## config.mk

```make
export PLATFORM = sky130hd
export DESIGN_NAME = ps2_rx_fifo
export DESIGN_NICKNAME = d
export VERILOG_FILES = /design/src/rtl/ps2_rx_fifo.sv
export SDC_FILE = /design/constraint.sdc
export NUM_CORES = 1
export LEC_CHECK = 0
export CELL_PAD_IN_SITES_DETAIL_PLACEMENT = 0
export CELL_PAD_IN_SITES_GLOBAL_PLACEMENT = 2
export CORE_ASPECT_RATIO = 1.5
export CORE_UTILIZATION = 45
export CTS_CLUSTER_DIAMETER = 60
export DETAILED_ROUTE_END_ITERATION = 10
export PLACE_DENSITY_LB_ADDON = 0.1
export REMOVE_ABC_BUFFERS = 1
export SYNTH_ARGS = -nofsm -noshare
export SYNTH_HDL_FRONTEND = slang
export SYNTH_SLANG_ARGS = --single-unit
```

## constraint.sdc

```tcl
create_clock -name clk -period 7.8 [get_ports clk]
set_clock_uncertainty 0.15 [all_clocks]
set_input_delay 1.56 -clock clk [delete_from_list [all_inputs] [get_ports clk]]
set_output_delay 1.56 -clock clk [all_outputs]
set_load 0.01 [all_outputs]
```

## src/rtl/ps2_rx_fifo.sv

```systemverilog
// ps2_rx_fifo: PS/2 keyboard receiver. Pins are synchronised and debounced in
// the clk domain, 11-bit frames are checked (start/parity/stop/timeout), E0/F0
// prefixes are folded into a single key event, and events are queued in a
// first-word-fall-through FIFO.
//
// Handshake: a head event is transferred on every rising clk edge where
// ev_valid and ev_ready are both high; while ev_valid is high and ev_ready is
// low the head fields hold steady; ev_ready with ev_valid low has no effect.
module ps2_rx_fifo #(
  parameter int FILTER_LEN  = 8,
  parameter int FIFO_DEPTH  = 8,
  parameter int TIMEOUT_CYC = 200000
) (
  input  logic                              clk,
  input  logic                              rst,
  input  logic                              ps2_clk,
  input  logic                              ps2_data,
  output logic                              ev_valid,
  input  logic                              ev_ready,
  output logic [7:0]                        ev_code,
  output logic                              ev_ext,
  output logic                              ev_brk,
  output logic [$clog2(FIFO_DEPTH+1)-1:0]   fifo_count,
  output logic                              err_parity,
  output logic                              err_frame,
  output logic                              overflow
);

  localparam int CW = $clog2(FIFO_DEPTH + 1);
  localparam int AW = $clog2(FIFO_DEPTH);
  localparam int TW = $clog2(TIMEOUT_CYC + 1);

  typedef enum logic [1:0] {
    S_IDLE   = 2'd0,
    S_DATA   = 2'd1,
    S_PARITY = 2'd2,
    S_STOP   = 2'd3
  } state_t;

  // ---------------------------------------------------------------------------
  // Input conditioning
  // ---------------------------------------------------------------------------
  logic [1:0]            clk_sync;
  logic [1:0]            data_sync;
  logic [FILTER_LEN-1:0] clk_filt;
  logic [FILTER_LEN-1:0] data_filt;
  logic                  clk_db;
  logic                  data_db;
  logic                  clk_db_d;
  logic                  strobe;

  // Two-flop synchronisers; idle PS/2 lines are high, so reset to 1.
  always_ff @(posedge clk or posedge rst) begin
    if (rst) begin
      clk_sync  <= 2'b11;
      data_sync <= 2'b11;
    end else begin
      clk_sync  <= {clk_sync[0], ps2_clk};
      data_sync <= {data_sync[0], ps2_data};
    end
  end

  // Debounce: the level only moves when the whole window agrees, else it holds.
  always_ff @(posedge clk or posedge rst) begin
    if (rst) begin
      clk_filt  <= '1;
      data_filt <= '1;
      clk_db    <= 1'b1;
      data_db   <= 1'b1;
    end else begin
      clk_filt  <= {clk_filt[FILTER_LEN-2:0], clk_sync[1]};
      data_filt <= {data_filt[FILTER_LEN-2:0], data_sync[1]};
      if (&clk_filt)       clk_db <= 1'b1;
      else if (~|clk_filt) clk_db <= 1'b0;
      if (&data_filt)       data_db <= 1'b1;
      else if (~|data_filt) data_db <= 1'b0;
    end
  end

  // Registered one-cycle strobe on each falling edge of the debounced clock.
  always_ff @(posedge clk or posedge rst) begin
    if (rst) begin
      clk_db_d <= 1'b1;
      strobe   <= 1'b0;
    end else begin
      clk_db_d <= clk_db;
      strobe   <= clk_db_d & ~clk_db;
    end
  end

  // ---------------------------------------------------------------------------
  // Frame FSM
  // ---------------------------------------------------------------------------
  state_t        state_q;
  state_t        state_d;
  logic [2:0]    bit_cnt;
  logic [7:0]    shreg;
  logic          par_err;
  logic [TW-1:0] to_cnt;
  logic          timeout;
  logic          byte_done_c;
  logic          par_fail_c;
  logic          frame_fail_c;

  assign timeout = (state_q != S_IDLE) && (to_cnt == TW'(TIMEOUT_CYC));

  // Inter-bit timer: restarts on every strobe and rests while idle.
  always_ff @(posedge clk or posedge rst) begin
    if (rst) begin
      to_cnt <= '0;
    end else if (strobe || state_q == S_IDLE) begin
      to_cnt <= '0;
    end else if (to_cnt != TW'(TIMEOUT_CYC)) begin
      to_cnt <= to_cnt + TW'(1);
    end
  end

  // FSM state register.
  always_ff @(posedge clk or posedge rst) begin
    if (rst) state_q <= S_IDLE;
    else     state_q <= state_d;
  end

  // FSM next state: a timeout abandons the frame, otherwise move on strobes.
  always_comb begin
    state_d = state_q;
    if (timeout) begin
      state_d = S_IDLE;
    end else if (strobe) begin
      case (state_q)
        S_IDLE:   if (!data_db) state_d = S_DATA;
        S_DATA:   if (bit_cnt == 3'd7) state_d = S_PARITY;
        S_PARITY: state_d = S_STOP;
        S_STOP:   state_d = S_IDLE;
        default:  state_d = S_IDLE;
      endcase
    end
  end

  // FSM outputs: frame verdict evaluated at the stop-bit strobe or on timeout.
  always_comb begin
    byte_done_c  = 1'b0;
    par_fail_c   = 1'b0;
    frame_fail_c = 1'b0;
    if (timeout) begin
      frame_fail_c = 1'b1;
    end else if (strobe && state_q == S_STOP) begin
      if (!data_db)           frame_fail_c = 1'b1;
      if (par_err)            par_fail_c   = 1'b1;
      if (data_db && !par_err) byte_done_c = 1'b1;
    end
  end

  // Frame datapath: bit counter, LSB-first shifter and parity verdict.
  always_ff @(posedge clk or posedge rst) begin
    if (rst) begin
      bit_cnt <= 3'd0;
      shreg   <= 8'h00;
      par_err <= 1'b0;
    end else if (strobe && !timeout) begin
      case (state_q)
        S_IDLE: begin
          bit_cnt <= 3'd0;
          par_err <= 1'b0;
        end
        S_DATA: begin
          shreg   <= {data_db, shreg[7:1]};
          bit_cnt <= bit_cnt + 3'd1;
        end
        S_PARITY: par_err <= ~(^shreg ^ data_db);
        default: ;
      endcase
    end
  end

  // Registered frame results: decoded byte and error pulses.
  logic       byte_vld;
  logic [7:0] byte_q;

  always_ff @(posedge clk or posedge rst) begin
    if (rst) begin
      byte_vld   <= 1'b0;
      byte_q     <= 8'h00;
      err_parity <= 1'b0;
      err_frame  <= 1'b0;
    end else begin
      byte_vld   <= byte_done_c;
      if (byte_done_c) byte_q <= shreg;
      err_parity <= par_fail_c;
      err_frame  <= frame_fail_c;
    end
  end

  // ---------------------------------------------------------------------------
  // Prefix decoder
  // ---------------------------------------------------------------------------
  logic       ext_flag;
  logic       brk_flag;
  logic       is_e0;
  logic       is_f0;
  logic       push;
  logic [9:0] push_word;

  assign is_e0     = (byte_q == 8'hE0);
  assign is_f0     = (byte_q == 8'hF0);
  assign push      = byte_vld && !is_e0 && !is_f0;
  assign push_word = {byte_q, ext_flag, brk_flag};

  // Prefix flags: set by E0/F0, consumed by the next key byte, cleared on errors.
  always_ff @(posedge clk or posedge rst) begin
    if (rst) begin
      ext_flag <= 1'b0;
      brk_flag <= 1'b0;
    end else if (err_parity || err_frame) begin
      ext_flag <= 1'b0;
      brk_flag <= 1'b0;
    end else if (byte_vld) begin
      if (is_e0) begin
        ext_flag <= 1'b1;
      end else if (is_f0) begin
        brk_flag <= 1'b1;
      end else begin
        ext_flag <= 1'b0;
        brk_flag <= 1'b0;
      end
    end
  end

  // ---------------------------------------------------------------------------
  // Event FIFO (first-word-fall-through)
  // ---------------------------------------------------------------------------
  logic [9:0]    mem [FIFO_DEPTH];
  logic [AW-1:0] wr_ptr;
  logic [AW-1:0] rd_ptr;
  logic [CW-1:0] count;
  logic          full;
  logic          pop;
  logic          wr_en;
  logic [9:0]    head;

  assign full  = (count == CW'(FIFO_DEPTH));
  assign pop   = ev_valid && ev_ready;
  // A pop in the same cycle frees the slot the push needs.
  assign wr_en = push && (!full || pop);

  // Storage array; contents are only visible through a valid head.
  always_ff @(posedge clk) begin
    if (wr_en) mem[wr_ptr] <= push_word;
  end

  // Pointers, occupancy and the overflow pulse for dropped events.
  always_ff @(posedge clk or posedge rst) begin
    if (rst) begin
      wr_ptr   <= '0;
      rd_ptr   <= '0;
      count    <= '0;
      overflow <= 1'b0;
    end else begin
      if (wr_en) wr_ptr <= wr_ptr + AW'(1);
      if (pop)   rd_ptr <= rd_ptr + AW'(1);
      case ({wr_en, pop})
        2'b10:   count <= count + CW'(1);
        2'b01:   count <= count - CW'(1);
        default: count <= count;
      endcase
      overflow <= push && full && !pop;
    end
  end

  assign head       = mem[rd_ptr];
  assign ev_valid   = (count != '0);
  assign ev_code    = ev_valid ? head[9:2] : 8'h00;
  assign ev_ext     = ev_valid ? head[1]   : 1'b0;
  assign ev_brk     = ev_valid ? head[0]   : 1'b0;
  assign fifo_count = count;

endmodule

```

==> results of run 1 <==
## through the flow
| stage | worst slack, ns | std cells | utilization |
|---|---|---|---|
| final | 3.48 | 667 | 0.534 |
| after CTS | 3.39 | 667 | 0.534 |
| after detailed placement | 3.85 | 635 | 0.492 |
| after floorplan | 4.08 | 408 | - |
| after global routing | 3.24 | 667 | 0.534 |
| after global placement | 3.85 | 635 | 0.492 |
## cells by family after synthesis
group | count (synthesis) | share of synthesized area
mux | 51 | 0.127
simple gates | 124 | 0.103
compound gates | 24 | 0.0290
xor+xnor | 29 | 0.0382
fa+ha+maj | 11 | 0.0207
flops | 160 | 0.667
buf+inv | 20 | 0.0151
## synth_stat cells, drive strengths merged (6+ instances only)
cell type,n
mux4,20
mux2,20
xor2,14
and3,6
nand3,10
nor2,46
a21oi,6
xnor2,15
dfrtp,57
nand4,9
inv,9
dfstp,23
clkbuf,6
mux2i,11
ha,11
nor3,7
nand2,19
edfxtp,80
## state kept, by name, summed over array words and instances, names as in the netlist, 2 cells and up
signal and flops:
data_filt 8, wr_ptr 3, byte_q 8, clk_sync 2, shreg 8, state_q 2, fifo_count 4, data_sync 2
bit_cnt 3, rd_ptr 3, clk_filt 8, mem 80, to_cnt 18
## layout make-up
cell class                      instances  area (um2)  area share
Sequential cell                       160        4430       0.574
Multi-Input combinational cell        239        2120       0.274
Timing Repair Buffer                   31         288      0.0373
Clock buffer                           18         429      0.0556
Clock inverter                         14         173      0.0224
Inverter                                9        35.0     0.00454
Tap cell                              196         245      0.0318
## routing by layer
layer | vias to the layer above | global-route usage | routed length, um
li1 | 1628 | - | -
met1 | 1798 | 0.191 | 4610
met2 | 33 | 0.314 | 6570
met3 | 15 | 0.0341 | 214
met4 | 0 | 0.0659 | 140
met5 | - | 0 | 0
## power groups by stage
stage	Sequential, mW	Combinational, mW	Clock, mW
CTS	1.04	0.542	0.859
finish	1.03	0.527	0.840
floorplan	1.04	0.337	0
global route	1.05	0.587	0.887
global placement	1.05	0.533	0
detailed placement	1.05	0.540	0
## critical path: stages (launching register included)
cell and delay [ns]:
dfrtp_1 0.56, buf_4 0.39, mux4_2 0.54, mux2i_1 0.17
nor2_1 0.05, clkdlybuf4s50_1 0.47
## worst max-delay path by stage
stage / startpoint / slack (ns) / depth (start not counted) / endpoint
CTS: rd_ptr[0] / 3.39 / 5 / ev_code[3]
floorplan: rst / 4.08 / 1 / bit_cnt[0]
global route: rd_ptr[0] / 3.24 / 5 / ev_code[3]
detailed placement: rd_ptr[0] / 3.85 / 5 / ev_code[3]
global placement: rd_ptr[0] / 3.85 / 5 / ev_code[3]
finish: rd_ptr[0] / 3.48 / 5 / ev_code[3]
==> results.sh, run 1 <==
export IMPL_status="finished clean"
export IMPL_place_congestion=0.742
export IMPL_routedWlPerCell_um=17.3
export IMPL_die_area_um2=15300
export IMPL_route_detailed_drc=0
export IMPL_syn_cell_area_um2=6640
export IMPL_drt_iter0_drc=153
export IMPL_min_period_ns=4.32
export IMPL_clock_path_buffers=2
export IMPL_grt_first_pass_wirelength_um=19100
export IMPL_clock_sinks=160
export IMPL_fillers=1247
export IMPL_grt_max_degree=81
export IMPL_antenna_found_initial=0
export IMPL_max_slew_margin=0.320
export IMPL_area_delta_synth_final_pct=16.2
export IMPL_post_dp_cell_area_um2=7120
export IMPL_setup_violations=0
export IMPL_nNetsFinal=474
export IMPL_power_density_nw_per_um2=311
export IMPL_synth_async_sr_flop_share=0.500
export IMPL_swShare=0.278
export IMPL_finalPower_mw=2.40
export IMPL_p_leak_nw=2.96
export IMPL_die_height_um=151
export IMPL_ys_flop_type="edfxtp_1"
export IMPL_final_common_cell="edfxtp_1"
export IMPL_hold_violations=0
export IMPL_rows=54
export IMPL_r2r_slack_ns=5.19
export IMPL_cts_buffers=17
export IMPL_required_ns=6.09
export IMPL_ys_seq_area_frac=0.667
export IMPL_routed_wl_um=11500
export IMPL_ir_drop_mv=0.139
export IMPL_hold_class="register to register"
export IMPL_tns_ns=0
export IMPL_worstMarginPinSlew_ns=1.02
export IMPL_crit_path_end_kind="output pin"
export IMPL_fin_area_um2=7720
export IMPL_viasPerCell=5.21
export IMPL_p_switching_mw=0.667
export IMPL_cts_tree="done"
export IMPL_syn_avg_cell_area_um2=15.9
export IMPL_holdPathEnd="clk_filt[0]"
export IMPL_cts_setup_buffers=0
export IMPL_htree_levels=4
export IMPL_post_route_period_util=0.554
export IMPL_cp_start_kind="register"
export IMPL_drive_gt1_frac=0.242
export IMPL_dp_hpwl_um=7560
export IMPL_pwr_share_clk=0.350
export IMPL_crit_path_max_fanout=16
export IMPL_yosysTopAreaCellShare=0.362
export IMPL_yosys_warnings=0
export IMPL_track_usage=0.170
export IMPL_path_class="register to output pin"
export IMPL_portBuffers=22
export IMPL_start_util=0.459
export IMPL_pwr_share_comb=0.220
export IMPL_clk_latency_ns=0.42
export IMPL_rsz0062_at_grt="false"
export IMPL_io_pins=23
export IMPL_syn_inst=419
export IMPL_ctsRootBufferMaster="clkbuf_16"
export IMPL_post_synth_top_area_cell="edfxtp_1"
export IMPL_synth_edf_count=80
export IMPL_seqPwrFrac=0.430
export IMPL_internal_power_mw=1.73
export IMPL_overflow=0
export IMPL_coreArea_um2=14500
export IMPL_min_path_cells=0
export IMPL_r2r_cells=8
export IMPL_antenna_left=0
export IMPL_maxCapViolations=0
export IMPL_num_vias=3474
export IMPL_grt_pass1_vias=3619
export IMPL_synthDistinctLibCells=51
export IMPL_synth_area_leaders="edfxtp_1, dfrtp_1, dfstp_2"
export IMPL_cts_hold_buf=0
export IMPL_r2r_start="byte_q[6]"
export IMPL_layout_common_cells="edfxtp_1, dfrtp_1, nor2_1, dfstp_2, clkdlybuf4s50_1"
export IMPL_finalMaxSlewViolations=0
export IMPL_die_x_um=101
export IMPL_fmaxAchievable_mhz=232
export IMPL_min_from="clk_sync[1]"
export IMPL_reg2reg_to="fifo_count[2]"
export IMPL_cts_resized=0
export IMPL_clkTransAtPathRegs_ns=0.06
export IMPL_cp_arrival_ns=2.61
export IMPL_dr_pass1_iters=5
export IMPL_n_antenna_cell=0
export IMPL_ys_ff_latch=160
export IMPL_holdWs_ns=0.206
Note: power is estimated with default switching activity, not from simulation.
==> run 2: changes to the inputs <==
- CORE_UTILIZATION: 45 -> 41
- clock period: 7.8 -> 3.55 ns (I/O delays scaled with it)
==> results.sh, run 2 (synthesized netlist as in run 1, its figures left out) <==
export IMPL_cts_hold_buf=0
export IMPL_cts_buffers=17
export IMPL_routed_wl_um=12000
export IMPL_p_leak_nw=2.97
export IMPL_track_usage=0.160
export IMPL_power_density_nw_per_um2=686
export IMPL_final_common_cell="edfxtp_1"
export IMPL_clock_path_buffers=2
export IMPL_utilization=0.492
export IMPL_clk_latency_ns=0.42
export IMPL_num_vias=3477
export IMPL_antenna_left=0
export IMPL_clock_sinks=160
export IMPL_grt_max_degree=81
export IMPL_top_regs="mem x80, to_cnt x18"
export IMPL_ir_drop_mv=0.297
export IMPL_grt_pass1_vias=3667
export IMPL_fmaxAchievable_mhz=300
export IMPL_post_route_period_util=0.938
export IMPL_finalMaxSlewViolations=0
export IMPL_antenna_found_initial=0
export IMPL_crit_path_top_delay_cell="mux4_2"
export IMPL_crit_path_max_fanout=21
export IMPL_cp_start_kind="register"
export IMPL_grt_first_pass_wirelength_um=19800
export IMPL_post_dp_cell_area_um2=7150
export IMPL_setup_slack_ns=0.220
export IMPL_tns_ns=0
export IMPL_place_congestion=0.683
export IMPL_cts_resized=0
export IMPL_hold_class="register to register"
export IMPL_max_stage_delay_ns=0.56
export IMPL_cts_setup_buffers=0
export IMPL_drt_iter0_drc=82
export IMPL_n_antenna_cell=0
export IMPL_finalPower_mw=5.32
export IMPL_io_pins=23
export IMPL_status="finished clean"
export IMPL_drive_gt1_frac=0.246
export IMPL_worstMarginPinSlew_ns=1.05
export IMPL_cts_tree="done"
export IMPL_nNetsFinal=475
export IMPL_max_flop_register="mem"
export IMPL_die_height_um=158
export IMPL_overflow=0
export IMPL_dp_hpwl_um=7970
export IMPL_rsz0062_at_grt="false"
export IMPL_area_delta_synth_final_pct=16.8
export IMPL_rows=56
export IMPL_path_cells="buf_4 -> mux4_2 -> mux2i_1 -> nor2_1 -> clkdlybuf4s50_1"
export IMPL_die_area_um2=16700
export IMPL_cp_arrival_ns=2.47
export IMPL_min_period_ns=3.33
export IMPL_hold_violations=0
export IMPL_portBuffers=22
export IMPL_setup_violations=0
export IMPL_path_class="register to output pin"
export IMPL_routedWlPerCell_um=17.7
export IMPL_start_util=0.421
export IMPL_clkTransAtPathRegs_ns=0.07
export IMPL_coreArea_um2=15800
export IMPL_die_x_um=106
export IMPL_dp_slack_ns=0.430
export IMPL_largest_reg_flops=80
export IMPL_required_ns=2.69
export IMPL_htree_levels=4
export IMPL_fin_area_um2=7760
export IMPL_ctsRootBufferMaster="clkbuf_16"
export IMPL_crit_path_end_kind="output pin"
export IMPL_route_detailed_drc=0
export IMPL_max_slew_margin=0.300
export IMPL_layout_common_cells="edfxtp_1, dfrtp_1, nor2_1, dfstp_2, clkdlybuf4s50_1"
export IMPL_viasPerCell=5.15
export IMPL_dr_pass1_iters=4
export IMPL_maxCapViolations=0
[run 2: final timing paths]
| path | start | endpoint | slack (ns) | depth (start not counted) |
|---|---|---|---|---|
| min in group asynchronous | rst | state_q[0] | 0.54 | 3 |
| setup reg to reg | byte_q[6] | mem[6][6] | 0.88 | 5 |
| setup / recovery | rd_ptr[0] | ev_code[4] | 0.22 | 5 |
| hold / removal | data_sync[0] | data_sync[1] | 0.20 | 0 |
| max in group asynchronous | rst | data_filt[2] | 2.31 | 3 |
| hold reg to reg | data_sync[0] | data_sync[1] | 0.20 | 0 |
[run 2: through the flow]
step	hold WS (ns)	std cells
global placement	0.196	643
global route	0.214	675
CTS	0.205	675
floorplan	0.195	408
finish	0.203	675
detailed placement	0.198	643
[run 2: power breakdown]
| part | leakage [nW] | switching (mW) | total, mW | internal (mW) |
|---|---|---|---|---|
| Sequential | 1.77 | 0.155 | 2.21 | 2.06 |
| Combinational | 0.907 | 0.543 | 1.23 | 0.685 |
| Clock | 0.293 | 0.811 | 1.89 | 1.08 |
| Total | 2.97 | 1.51 | 5.32 | 3.82 |
[run 2: layout make-up]
class | instances | area, um2
clock buffer | 17 | 425
inverter | 9 | 35.0
multi-input combinational | 239 | 2120
tap | 203 | 254
timing repair buffer | 32 | 308
sequential | 160 | 4430
clock inverter | 15 | 190
fill | 1381 | 8000
[run 2: routing by layer]
metal / up-vias / global-route usage / part of all wire
met1: 1792 / 0.176 / 0.40
met5: - / 0 / 0
met4: 0 / 0.0602 / 0.014
li1: 1634 / - / -
met3: 15 / 0.0296 / 0.015
met2: 36 / 0.305 / 0.58
[run 2: critical path: cells and delay by family, from the launching register on]
family	cells	cell delay (ns)
muxes	2	0.76
and+or+nand+nor	1	0.07
DFF	1	0.36
buffers and inverters	2	0.86
